**src/rtl/neuron_mac_seq_if.sv**
```systemverilog
// Handshake/bus bundle for one neuron MAC sequencer: weight BRAM read port,
// activation input stream, result output stream and start/busy control.
interface neuron_mac_seq_if #(
  parameter int unsigned ADDR_W = 5,
  parameter int unsigned DATA_W = 16
);
  logic              START;
  logic              BUSY;
  logic [ADDR_W-1:0] W_ADDR;
  logic              W_EN;
  logic              W_WE;
  logic [DATA_W-1:0] W_DO;
  logic [DATA_W-1:0] X_DATA;
  logic              X_VALID;
  logic              X_READY;
  logic [DATA_W-1:0] Y_DATA;
  logic              Y_VALID;
  logic              Y_READY;

  modport master (
    input  START, W_DO, X_DATA, X_VALID, Y_READY,
    output BUSY, W_ADDR, W_EN, W_WE, X_READY, Y_DATA, Y_VALID
  );

  modport slave (
    output START, W_DO, X_DATA, X_VALID, Y_READY,
    input  BUSY, W_ADDR, W_EN, W_WE, X_READY, Y_DATA, Y_VALID
  );
endinterface

```
**src/rtl/neuron_mac_seq.sv**
```systemverilog
// Single-neuron multiply-accumulate sequencer: walks the weight BRAM, MACs
// streamed activations, adds bias, rescales, saturates and optionally ReLUs.
module neuron_mac_seq #(
  parameter int unsigned N_IN      = 28,
  parameter int unsigned ADDR_W    = 5,
  parameter int unsigned DATA_W    = 16,
  parameter int unsigned FRAC_BITS = 8,
  parameter int unsigned ACC_W     = 40,
  parameter int          BIAS      = 0,
  parameter bit          RELU      = 1'b1
) (
  input  logic                CLK,
  input  logic                RST_N,
  neuron_mac_seq_if.master    bus
);

  typedef enum logic [2:0] {IDLE, PRIME, RUN, FINAL, OUT} state_t;

  localparam logic [ADDR_W-1:0]       LAST     = ADDR_W'(N_IN - 1);
  localparam logic [DATA_W-1:0]       BIAS_W   = DATA_W'(BIAS);
  localparam logic signed [ACC_W-1:0] BIAS_ACC =
    {{(ACC_W-DATA_W){BIAS_W[DATA_W-1]}}, BIAS_W} <<< FRAC_BITS;
  localparam logic signed [ACC_W-1:0] SAT_MAX =
    {{(ACC_W-DATA_W+1){1'b0}}, {(DATA_W-1){1'b1}}};
  localparam logic signed [ACC_W-1:0] SAT_MIN =
    {{(ACC_W-DATA_W+1){1'b1}}, {(DATA_W-1){1'b0}}};

  state_t                    state, state_next;
  logic [ADDR_W-1:0]         idx, idx_next;
  logic signed [ACC_W-1:0]   acc, acc_next;
  logic                      w_en, w_en_next;
  logic                      x_ready, x_ready_next;
  logic                      y_valid, y_valid_next;
  logic [DATA_W-1:0]         y_data, y_data_next;

  logic                      hs;
  logic signed [2*DATA_W-1:0] x_ext, w_ext, prod;
  logic signed [ACC_W-1:0]   prod_ext, sum, shifted;
  logic [DATA_W-1:0]         result;

  assign hs = bus.X_VALID & x_ready;

  // Operands widened first so the 32-bit product is the exact signed product.
  assign x_ext    = {{DATA_W{bus.X_DATA[DATA_W-1]}}, bus.X_DATA};
  assign w_ext    = {{DATA_W{bus.W_DO[DATA_W-1]}}, bus.W_DO};
  assign prod     = x_ext * w_ext;
  assign prod_ext = {{(ACC_W-2*DATA_W){prod[2*DATA_W-1]}}, prod};

  assign sum     = acc + BIAS_ACC;
  assign shifted = sum >>> FRAC_BITS;

  always_comb begin
    if (shifted > SAT_MAX)      result = {1'b0, {(DATA_W-1){1'b1}}};
    else if (shifted < SAT_MIN) result = {1'b1, {(DATA_W-1){1'b0}}};
    else                        result = shifted[DATA_W-1:0];
    if (RELU && result[DATA_W-1]) result = '0;
  end

  always_ff @(posedge CLK or negedge RST_N) begin
    if (!RST_N) begin
      state   <= IDLE;
      idx     <= '0;
      acc     <= '0;
      w_en    <= 1'b0;
      x_ready <= 1'b0;
      y_valid <= 1'b0;
      y_data  <= '0;
    end else begin
      state   <= state_next;
      idx     <= idx_next;
      acc     <= acc_next;
      w_en    <= w_en_next;
      x_ready <= x_ready_next;
      y_valid <= y_valid_next;
      y_data  <= y_data_next;
    end
  end

  always_comb begin
    state_next   = state;
    idx_next     = idx;
    acc_next     = acc;
    w_en_next    = w_en;
    x_ready_next = x_ready;
    y_valid_next = y_valid;
    y_data_next  = y_data;
    case (state)
      IDLE: begin
        if (bus.START) begin
          acc_next   = '0;
          idx_next   = '0;
          w_en_next  = 1'b1;
          state_next = PRIME;
        end
      end
      PRIME: begin
        x_ready_next = 1'b1;
        state_next   = RUN;
      end
      RUN: begin
        // The address only moves on a handshake, so W_DO stays valid across stalls.
        if (hs) begin
          acc_next = acc + prod_ext;
          if (idx == LAST) begin
            x_ready_next = 1'b0;
            state_next   = FINAL;
          end else begin
            idx_next = idx + 1'b1;
          end
        end
      end
      FINAL: begin
        y_data_next  = result;
        y_valid_next = 1'b1;
        w_en_next    = 1'b0;
        state_next   = OUT;
      end
      OUT: begin
        if (bus.Y_READY) begin
          y_valid_next = 1'b0;
          state_next   = IDLE;
        end
      end
      default: state_next = IDLE;
    endcase
  end

  assign bus.BUSY    = (state != IDLE);
  assign bus.W_ADDR  = idx;
  assign bus.W_EN    = w_en;
  assign bus.W_WE    = 1'b0;
  assign bus.X_READY = x_ready;
  assign bus.Y_DATA  = y_data;
  assign bus.Y_VALID = y_valid;

endmodule
```
**src/flat_wrapper.sv**
```systemverilog
// flat-port wrapper written by rule: the top's interface ports become plain ports
module neuron_mac_seq_flat 
#(
  parameter int unsigned N_IN      = 28,
  parameter int unsigned ADDR_W    = 5,
  parameter int unsigned DATA_W    = 16,
  parameter int unsigned FRAC_BITS = 8,
  parameter int unsigned ACC_W     = 40,
  parameter int          BIAS      = 0,
  parameter bit          RELU      = 1'b1
)
  (CLK, RST_N, bus_START, bus_W_DO, bus_X_DATA, bus_X_VALID, bus_Y_READY, bus_BUSY, bus_W_ADDR, bus_W_EN, bus_W_WE, bus_X_READY, bus_Y_DATA, bus_Y_VALID);
  neuron_mac_seq_if #(.ADDR_W(ADDR_W), .DATA_W(DATA_W)) bus_i ();
  input  logic CLK;
  input  logic RST_N;
  input wire logic [$bits(bus_i.START)-1:0] bus_START;
  input wire logic [$bits(bus_i.W_DO)-1:0] bus_W_DO;
  input wire logic [$bits(bus_i.X_DATA)-1:0] bus_X_DATA;
  input wire logic [$bits(bus_i.X_VALID)-1:0] bus_X_VALID;
  input wire logic [$bits(bus_i.Y_READY)-1:0] bus_Y_READY;
  output wire logic [$bits(bus_i.BUSY)-1:0] bus_BUSY;
  output wire logic [$bits(bus_i.W_ADDR)-1:0] bus_W_ADDR;
  output wire logic [$bits(bus_i.W_EN)-1:0] bus_W_EN;
  output wire logic [$bits(bus_i.W_WE)-1:0] bus_W_WE;
  output wire logic [$bits(bus_i.X_READY)-1:0] bus_X_READY;
  output wire logic [$bits(bus_i.Y_DATA)-1:0] bus_Y_DATA;
  output wire logic [$bits(bus_i.Y_VALID)-1:0] bus_Y_VALID;
  assign bus_i.START = bus_START;
  assign bus_i.W_DO = bus_W_DO;
  assign bus_i.X_DATA = bus_X_DATA;
  assign bus_i.X_VALID = bus_X_VALID;
  assign bus_i.Y_READY = bus_Y_READY;
  assign bus_BUSY = bus_i.BUSY;
  assign bus_W_ADDR = bus_i.W_ADDR;
  assign bus_W_EN = bus_i.W_EN;
  assign bus_W_WE = bus_i.W_WE;
  assign bus_X_READY = bus_i.X_READY;
  assign bus_Y_DATA = bus_i.Y_DATA;
  assign bus_Y_VALID = bus_i.Y_VALID;
  neuron_mac_seq #(.N_IN(N_IN), .ADDR_W(ADDR_W), .DATA_W(DATA_W), .FRAC_BITS(FRAC_BITS), .ACC_W(ACC_W), .BIAS(BIAS), .RELU(RELU)) u_core (.CLK(CLK), .RST_N(RST_N), .bus(bus_i));
endmodule
```
**config.mk**
```make
export PLATFORM = sky130hd
export DESIGN_NAME = neuron_mac_seq_flat
export DESIGN_NICKNAME = d
export VERILOG_FILES = /design/src/rtl/neuron_mac_seq_if.sv /design/src/rtl/neuron_mac_seq.sv /design/src/flat_wrapper.sv
export SDC_FILE = /design/constraint.sdc
export NUM_CORES = 1
export LEC_CHECK = 0
export CAP_MARGIN = 15
export CORE_MARGIN = 5
export CORE_UTILIZATION = 40
export DETAILED_ROUTE_END_ITERATION = 10
export PLACE_DENSITY = 0.57
export SYNTH_ARGS = -nofsm -noshare
export SYNTH_HDL_FRONTEND = slang
export SYNTH_SLANG_ARGS = --single-unit
```
**constraint.sdc**
```tcl
create_clock -name CLK -period 9 [get_ports CLK]
set_input_delay 1.8 -clock CLK [delete_from_list [all_inputs] [get_ports CLK]]
set_output_delay 1.8 -clock CLK [all_outputs]
set_load 0.01 [all_outputs]
```
==> results of run 1 <==
flip-flops by register name (all words and copies together) (netlist names):
register	flops
u_core.acc	40
u_core.bus.W_ADDR	5
u_core.bus.W_EN	1
u_core.bus.X_READY	1
u_core.bus.Y_DATA	15
u_core.bus.Y_VALID	1
u_core.state	3
cell type report:
cell class	count	area (um^2)
clock inverters	7	60.1
clock buffers	9	225
multi-input cells	1080	11500
well taps	468	586
fillers	3627	20300
flip-flops and latches	66	1650
repair buffers	96	878
inverters	412	1550
per-layer routing:
| metal | vias to the layer above | routed length, um | global-route usage |
|---|---|---|---|
| met2 | 147 | 16200 | 0.287 |
| met3 | 41 | 876 | 0.0181 |
| li1 | 4892 | - | - |
| met5 | - | 0 | 0 |
| met4 | 0 | 785 | 0.0429 |
| met1 | 5265 | 17100 | 0.271 |
cell families (layout without fill, tap and decap cells):
logic type                 Yosys count  in the layout  share of synthesized area
AOI/OAI and AO/OA                  142            142                     0.0598
xor gates and xnor gates            48             48                     0.0281
adders and majority gates          446            446                      0.539
buffers and inverters              464            524                      0.117
DFF                                 66             66                      0.110
muxes                                2              2                    0.00142
other                                1              2                   0.000251
and+or+nand+nor                    440            440                      0.144
how the worst min path moves through the flow:
stage               endpoint  slack [ps]
2_1_floorplan  u_core.acc[5]         470
3_3_place_gp   u_core.acc[0]         490
3_5_place_dp   u_core.acc[0]         500
4_1_cts        u_core.acc[0]         510
5_1_grt        u_core.acc[0]         540
6_report       u_core.acc[0]         510
stage by stage:
stage	worst slack (ps)	hold slack [ps]	instance area, um^2
after floorplan	1290	467	15000
after detailed placement	306	496	16200
final	646	507	16500
after global placement	410	491	16200
after CTS	645	512	16500
after global routing	180	536	16500
layout by cell type, fill, tap and decap left out, types with 3 or more instances in the layout:
| master | instances |
|---|---|
| clkinvlp_4 | 3 |
| dfrtp_1 | 66 |
| or3_1 | 3 |
| o21bai_1 | 4 |
| a31oi_1 | 5 |
| inv_1 | 412 |
| nand2b_1 | 4 |
| ha_1 | 116 |
| a21o_1 | 15 |
| xor2_1 | 25 |
| and2_1 | 116 |
| nor2_1 | 69 |
| fa_1 | 330 |
| o21ai_0 | 39 |
| clkdlybuf4s50_1 | 59 |
| o21ai_1 | 4 |
| and3_1 | 6 |
| a21oi_1 | 46 |
| buf_4 | 35 |
| inv_6 | 3 |
| xnor2_1 | 23 |
| nor3_1 | 3 |
| nand4_1 | 5 |
| nand2_1 | 161 |
| nor2b_1 | 3 |
| nor4_1 | 4 |
| o21a_1 | 3 |
| clkbuf_16 | 9 |
| nand3_1 | 49 |
| o211ai_1 | 3 |
critical path, cell delays in order:
cell	delay, ps
clkdlybuf4s50_1	940
nand2_1	180
fa_1	570
inv_1	50
fa_1	490
inv_1	50
fa_1	480
inv_1	60
fa_1	520
fa_1	550
inv_1	60
fa_1	560
inv_1	50
ha_1	390
nand3_1	150
or4_1	570
nand3b_1	220
a31oi_2	170
o21ai_2	220
a31oi_1	130
xor2_1	160
o21ai_0	190
==> impl_metrics.tcl, run 1 <==
set metrics [dict create \
    crit_path_start_kind "input port" \
    fp.coreArea_mm2 0.0368 \
    status "finished, final reports clean" \
    grt_pass1_wl_mm 61.0 \
    yosysMostFrequentCell "inv_1" \
    crit_type "in2reg" \
    row_count 70 \
    ys_async_sr_fraction 1.00 \
    post-route-period-util 0.928 \
    r2r_slack_ps 3540 \
    antenna_found_initial 0 \
    grt_max_degree 76 \
    nNetsFinal 2148 \
    cts_buffer_depth 2 \
    gp_congestion 0.879 \
    utilization 0.448 \
    synth_area_per_cell_um2 9.29 \
    synth-edff-count 0 \
    first_pass_iters 5 \
    clk_latency_ps 330 \
    r2r_start "u_core.acc[15]" \
    grt_pass1_vias 11500 \
    ff2ff_path_depth 18 \
    cts_resized 0 \
    first_iter_violations 451 \
    vias 10300 \
    synth_area_leaders "fa_1 (44%), dfrtp_1 (11%), inv_1 (10%), ha_1 (9.7%), and2_1 (4.9%)" \
    finalSetupTns_ps 0 \
    worst_pin_slew_ps 870 \
    die_x_um 203 \
    initial_core_util 0.406 \
    crit_start "bus_X_DATA[5]" \
    die_height_um 203 \
    synth_flop_cell "dfrtp_1" \
    hp-start "u_core.acc[0]" \
    totalWireLength_mm 35.0 \
    fin_cells 2138 \
    grt.total_usage 0.181 \
    cp-endpoint "u_core.acc[35]" \
    slew-limit-headroom 0.418 \
    rsz0062_at_grt "no" \
    hold_viol_final 0 \
    yosys_warnings 0 \
    arrival_ps 8590 \
    num_io_pins 63 \
    ant_nets 0 \
    post-route-drc-count 0 \
    avgViaCountPerCell 4.84 \
    syn_area_mm2 0.0150 \
    area_delta_synth_final_pct 10.3 \
    clockRootBuffer "clkbuf_16" \
    dp_hpwl_mm 30.5 \
    syn_inst 1609 \
    synth_area_leader_cell "fa_1" \
    clock_skew_ps 4.10 \
    slew_viol_final 0 \
    period_minus_slack_ps 8350 \
    r2r_end "u_core.acc[35]" \
    holdBufCountCts 0 \
    synth_cell_types 63 \
    synth_top_area_frac 0.442 \
    worst_hold_path_type "reg2reg" \
    cts_sinks 66 \
    setup_viol 0 \
    maxCapViolCount 0 \
    whs_path_depth 2 \
    end_kind "flip-flop" \
    die-area_mm2 0.0413 \
    ys_seq_area_frac 0.110 \
    numCtsBuffers 9 \
    synth_seq_cells 66 \
    fmax_ghz 0.120 \
    overflow 0 \
    cts-htree-levels 3 \
    avgRoutedWirePerCell_um 16.4 \
    synth_common_cells "inv_1 (412), fa_1 (330), nand2_1 (161)" \
    cp.required_ps 9230 \
    layout-drive-gt1-share 0.0413 \
    n_antenna_cell 0 \
    path_clk_slew_ps 60 \
    placed_cells 2122 \
    cts_tree "yes" \
    post_cts_buffers 0 \
    io_buffers 60 \
    path_max_fanout 16 \
]
Power of run 1 is left out: the tool's default activity adds up to more than one toggle a clock period on the data nets, which glitch-free logic cannot reach.
==> inputs of run 2 (changes only) <==
--- a/config.mk
+++ b/config.mk
@@ -7,9 +7,9 @@
 export LEC_CHECK = 0
 export CAP_MARGIN = 15
 export CORE_MARGIN = 5
-export CORE_UTILIZATION = 40
+export CORE_UTILIZATION = 42
 export DETAILED_ROUTE_END_ITERATION = 10
-export PLACE_DENSITY = 0.57
+export PLACE_DENSITY = 0.6
 export SYNTH_ARGS = -nofsm -noshare
 export SYNTH_HDL_FRONTEND = slang
 export SYNTH_SLANG_ARGS = --single-unit
==> run 2 against run 1 <==
Register-to-register slack is essentially flat. Die area is 4.5% lower. First-iteration DRC count down 6.9%. Cell count decreased by 0.14%. Clock-buffer cell count stayed put. Fmax fell by 0.81%. Clock skew up 6.1 ps. Non-clock buffer count is 4 higher. Hold slack better by 6.1 ps. Cell area unchanged.
==> impl_metrics.tcl, run 2 (synthesis gave the netlist of run 1 again) <==
set metrics [dict create \
    post_cts_buffers 0 \
    status "finished, final reports clean" \
    grt_pass1_vias 11500 \
    rsz0062_at_grt "no" \
    maxCapViolCount 0 \
    end_kind "flip-flop" \
    io_buffers 60 \
    post-route-drc-count 0 \
    dp_hpwl_mm 29.8 \
    r2r_slack_ps 3530 \
    overflow 0 \
    gp_congestion 0.860 \
    cts_buffer_depth 2 \
    grt.total_usage 0.187 \
    top_register "u_core.acc" \
    whs_path_depth 2 \
    holdBufCountCts 0 \
    path_max_fanout 16 \
    worst-path-buf-inv 6 \
    worst_hold_path_type "reg2reg" \
    worst_pin_slew_ps 891 \
    grt_pass1_wl_mm 59.7 \
    slew_viol_final 0 \
    period_minus_slack_ps 8420 \
    slew-limit-headroom 0.404 \
    numCtsBuffers 9 \
    area_delta_synth_final_pct 10.3 \
    final_common_cell "inv_1" \
    arrival_ps 8680 \
    first_pass_iters 5 \
    avgRoutedWirePerCell_um 16.0 \
    ff2ff_path_depth 19 \
    final_cell_mix "inv_1 (412), fa_1 (330), nand2_1 (161)" \
    fp.coreArea_mm2 0.0354 \
    setup_viol 0 \
    n_antenna_cell 0 \
    ant_nets 0 \
    num_io_pins 63 \
    cp_num_cells 23 \
    first_iter_violations 420 \
    clk_latency_ps 330 \
    nNetsFinal 2152 \
    path_cells "clkdlybuf4s50_1, nand2_1, fa_1, inv_1, fa_1, inv_1, fa_1, inv_1, fa_1, fa_1, inv_1, fa_1, inv_1, ha_1, and3_4, and3b_1, o31ai_1, a21oi_1, a31o_4, a21oi_4, a21oi_2, or4b_1, nand3_1" \
    die-area_mm2 0.0395 \
    die_height_um 199 \
    row_count 69 \
    die_x_um 199 \
    layout-drive-gt1-share 0.0436 \
    cts_sinks 66 \
    totalWireLength_mm 34.2 \
    crit_type "in2reg" \
    cp_top_family "adder cells" \
    initial_core_util 0.422 \
    crit_path_frequent_cell "fa_1" \
    max_stage_delay_ps 900 \
    finalSetupTns_ps 0 \
    antenna_found_initial 0 \
    crit_path_start_kind "input port" \
    avgViaCountPerCell 4.88 \
    hold_viol_final 0 \
    cts_resized 0 \
    clockRootBuffer "clkbuf_16" \
    largest_reg_flops 40 \
    post-route-period-util 0.936 \
    cts-htree-levels 3 \
    slowest_stage "clkdlybuf4s50_1" \
    cp.required_ps 9260 \
    grt_max_degree 76 \
    fmax_ghz 0.119 \
    path_clk_slew_ps 60 \
    vias 10400 \
    cts_tree "yes" \
    clock_skew_ps 10.2 \
]
[run 2: metal layers]
metal  wire [um]  track usage
met1       16100        0.274
met5           0            0
met2       16500        0.305
met4         553       0.0375
met3        1090       0.0169
[run 2: layout make-up]
cell class	instances	area, um^2
clock buffer	9	225
clock inverter	7	51.3
fill	3446	18900
inverter	412	1550
multi-input combinational	1080	11500
sequential	66	1650
tap	461	577
timing repair buffer	100	896
[run 2: final timing paths]
kind                           startpoint                    to
min in group asynchronous           RST_N  u_core.bus.W_ADDR[4]
min reg2reg                 u_core.acc[0]         u_core.acc[0]
max reg2reg                u_core.acc[15]        u_core.acc[38]
min                         u_core.acc[0]         u_core.acc[0]
max                           bus_W_DO[5]        u_core.acc[38]
max in group asynchronous           RST_N        u_core.acc[38]
[run 2: through the flow]
step	setup slack [ps]	area, um^2	hold WS (ps)	cells	utilization
6_report	577	16500	513	2135	0.466
5_1_grt	239	16500	529	2135	0.466
4_1_cts	587	16500	513	2135	0.466
3_5_place_dp	279	16200	498	2119	0.458
3_3_place_gp	400	16200	491	2119	0.458
2_1_floorplan	1290	15000	467	1610	-
[run 2: worst reg2reg max path, stage by stage (launching register included)]
cell	delay [ps]
dfrtp_1	400
inv_1	90
fa_1	510
inv_1	50
fa_1	530
fa_1	430
fa_1	500
inv_1	60
fa_1	530
inv_1	40
ha_1	380
a21oi_2	180
o211ai_1	120
a221oi_2	270
o21ai_2	150
a31o_4	300
a21oi_4	170
a21oi_2	80
or4b_1	510
nand3_1	90
Power of run 2 is left out for the same reason.
==> inputs of run 3 (changes only) <==
--- a/config.mk
+++ b/config.mk
@@ -8,6 +8,7 @@
 export CAP_MARGIN = 15
 export CORE_MARGIN = 5
 export CORE_UTILIZATION = 42
+export CTS_BUF_LIST = sky130_fd_sc_hd__clkbuf_2 sky130_fd_sc_hd__clkbuf_4 sky130_fd_sc_hd__clkbuf_8
 export DETAILED_ROUTE_END_ITERATION = 10
 export PLACE_DENSITY = 0.6
 export SYNTH_ARGS = -nofsm -noshare
==> run 3 against run 2 <==
Clock skew increased by 3.6 ps. Utilization decreased by 0.29 points. Via count about the same. Die area unchanged. Routed wire length decreased by 0.11%. Cell area decreased by 0.61%. Flip-flop and latch count unchanged. Global-route usage about the same. Clock-buffer cell count unchanged. First-iteration DRC count decreased by 1.7%. Cell count unchanged.
==> impl_metrics.tcl, run 3 (synthesis gave the netlist of run 1 again) <==
set metrics [dict create \
    status "finished, final reports clean" \
    worst_hold_path_type "reg2reg" \
    antenna_found_initial 0 \
    fin_ws_ps 573 \
    hold_slack_ps 518 \
    post-route-period-util 0.936 \
    cts_sinks 66 \
    multiInputGateArea_mm2 0.0115 \
    fp.coreArea_mm2 0.0354 \
    die_height_um 199 \
    setup_viol 0 \
    fmax_ghz 0.119 \
    n_antenna_cell 0 \
    grt_max_degree 76 \
    row_count 69 \
    ant_nets 0 \
    post-route-drc-count 0 \
    maxCapViolCount 0 \
    crit_path_start_kind "input port" \
    io_buffers 60 \
    cts_tree "yes" \
    top_register "u_core.acc" \
    grt_pass1_wl_mm 59.7 \
    totalWireLength_mm 34.2 \
    cts_resized 0 \
    cts-htree-levels 3 \
    slew_viol_final 0 \
    hold_viol_final 0 \
    clock_skew_ps 13.8 \
    area_delta_synth_final_pct 9.64 \
    first_pass_iters 5 \
    fin_cells 2135 \
    post_cts_buffers 0 \
    initial_core_util 0.422 \
    n_fill_cell 3468 \
    gp_congestion 0.860 \
    whs_path_depth 2 \
    clk_latency_ps 340 \
    dp_hpwl_mm 29.8 \
    die-area_mm2 0.0395 \
    worst_pin_slew_ps 898 \
    avgRoutedWirePerCell_um 16.0 \
    num_io_pins 63 \
    grt_pass1_vias 11500 \
    holdBufCountCts 0 \
    path_clk_slew_ps 80 \
    first_iter_violations 413 \
    period_minus_slack_ps 8430 \
    arrival_ps 8690 \
    clockRootBuffer "clkbuf_8" \
    rsz0062_at_grt "no" \
    ff2ff_path_depth 19 \
    die_x_um 199 \
    path_max_fanout 16 \
    final_cell_mix "inv_1 (412), fa_1 (330), nand2_1 (161)" \
    vias 10400 \
    layout-drive-gt1-share 0.0436 \
    cp.required_ps 9270 \
    slew-limit-headroom 0.399 \
    overflow 0 \
    dp_slack_ps 279 \
    finalSetupTns_ps 0 \
    cts_buffer_depth 2 \
    largest_reg_flops 40 \
    end_kind "flip-flop" \
    final_common_cell "inv_1" \
    register_area_mm2 0.00165 \
    nNetsFinal 2152 \
    numCtsBuffers 9 \
    avgViaCountPerCell 4.88 \
    placed_cells 2119 \
    crit_type "in2reg" \
    grt.total_usage 0.186 \
]
[run 3: changes by cell type in the layout (fill, tap and decap cells not counted)]
cell | previous run | this run
clkbuf_8 | 0 | 9
clkbuf_16 | 9 | 0
[run 3: path summary, 6_finish.rpt]
kind / endpoint / from / slack, ps
setup / recovery: u_core.acc[38] / bus_W_DO[5] / 570
hold / removal: u_core.acc[0] / u_core.acc[0] / 520
setup reg to reg: u_core.acc[38] / u_core.acc[15] / 3520
hold reg to reg: u_core.acc[0] / u_core.acc[0] / 520
max in group asynchronous: u_core.acc[38] / RST_N / 6760
min in group asynchronous: u_core.bus.W_ADDR[4] / RST_N / 1640
[run 3: metrics by stage]
| step | utilization | area [um^2] |
|---|---|---|
| finish | 0.463 | 16400 |
| global route | 0.463 | 16400 |
| CTS | 0.463 | 16400 |
| detailed placement | 0.458 | 16200 |
| global placement | 0.458 | 16200 |
| floorplan | - | 15000 |
[run 3: layout make-up]
type / count / area share
clock buffer: 9 / 0.00756
clock inverter: 7 / 0.00313
inverter: 412 / 0.0943
multi-input combinational: 1080 / 0.704
sequential: 66 / 0.101
tap: 461 / 0.0352
timing repair buffer: 100 / 0.0546
[run 3: worst max-delay path, stage by stage]
cell	delay, ps
clkdlybuf4s50_1	900
nand2_1	230
fa_1	540
inv_1	70
fa_1	480
inv_1	200
fa_1	540
inv_1	50
fa_1	500
fa_1	490
inv_1	50
fa_1	480
inv_1	50
ha_1	340
and3_4	230
and3b_1	170
o31ai_1	280
a21oi_1	140
a31o_4	260
a21oi_4	170
a21oi_2	80
or4b_1	510
nand3_1	90
[run 3: metal layers]
metal	wire (um)	GRT usage	part of all wire	up-vias
met5	0	0	0	-
met4	481	0.0367	0.014	0
met3	1130	0.0169	0.033	23
met2	16600	0.306	0.49	183
met1	15900	0.273	0.47	5311
li1	-	-	-	4896
Power of run 3 is left out for the same reason.
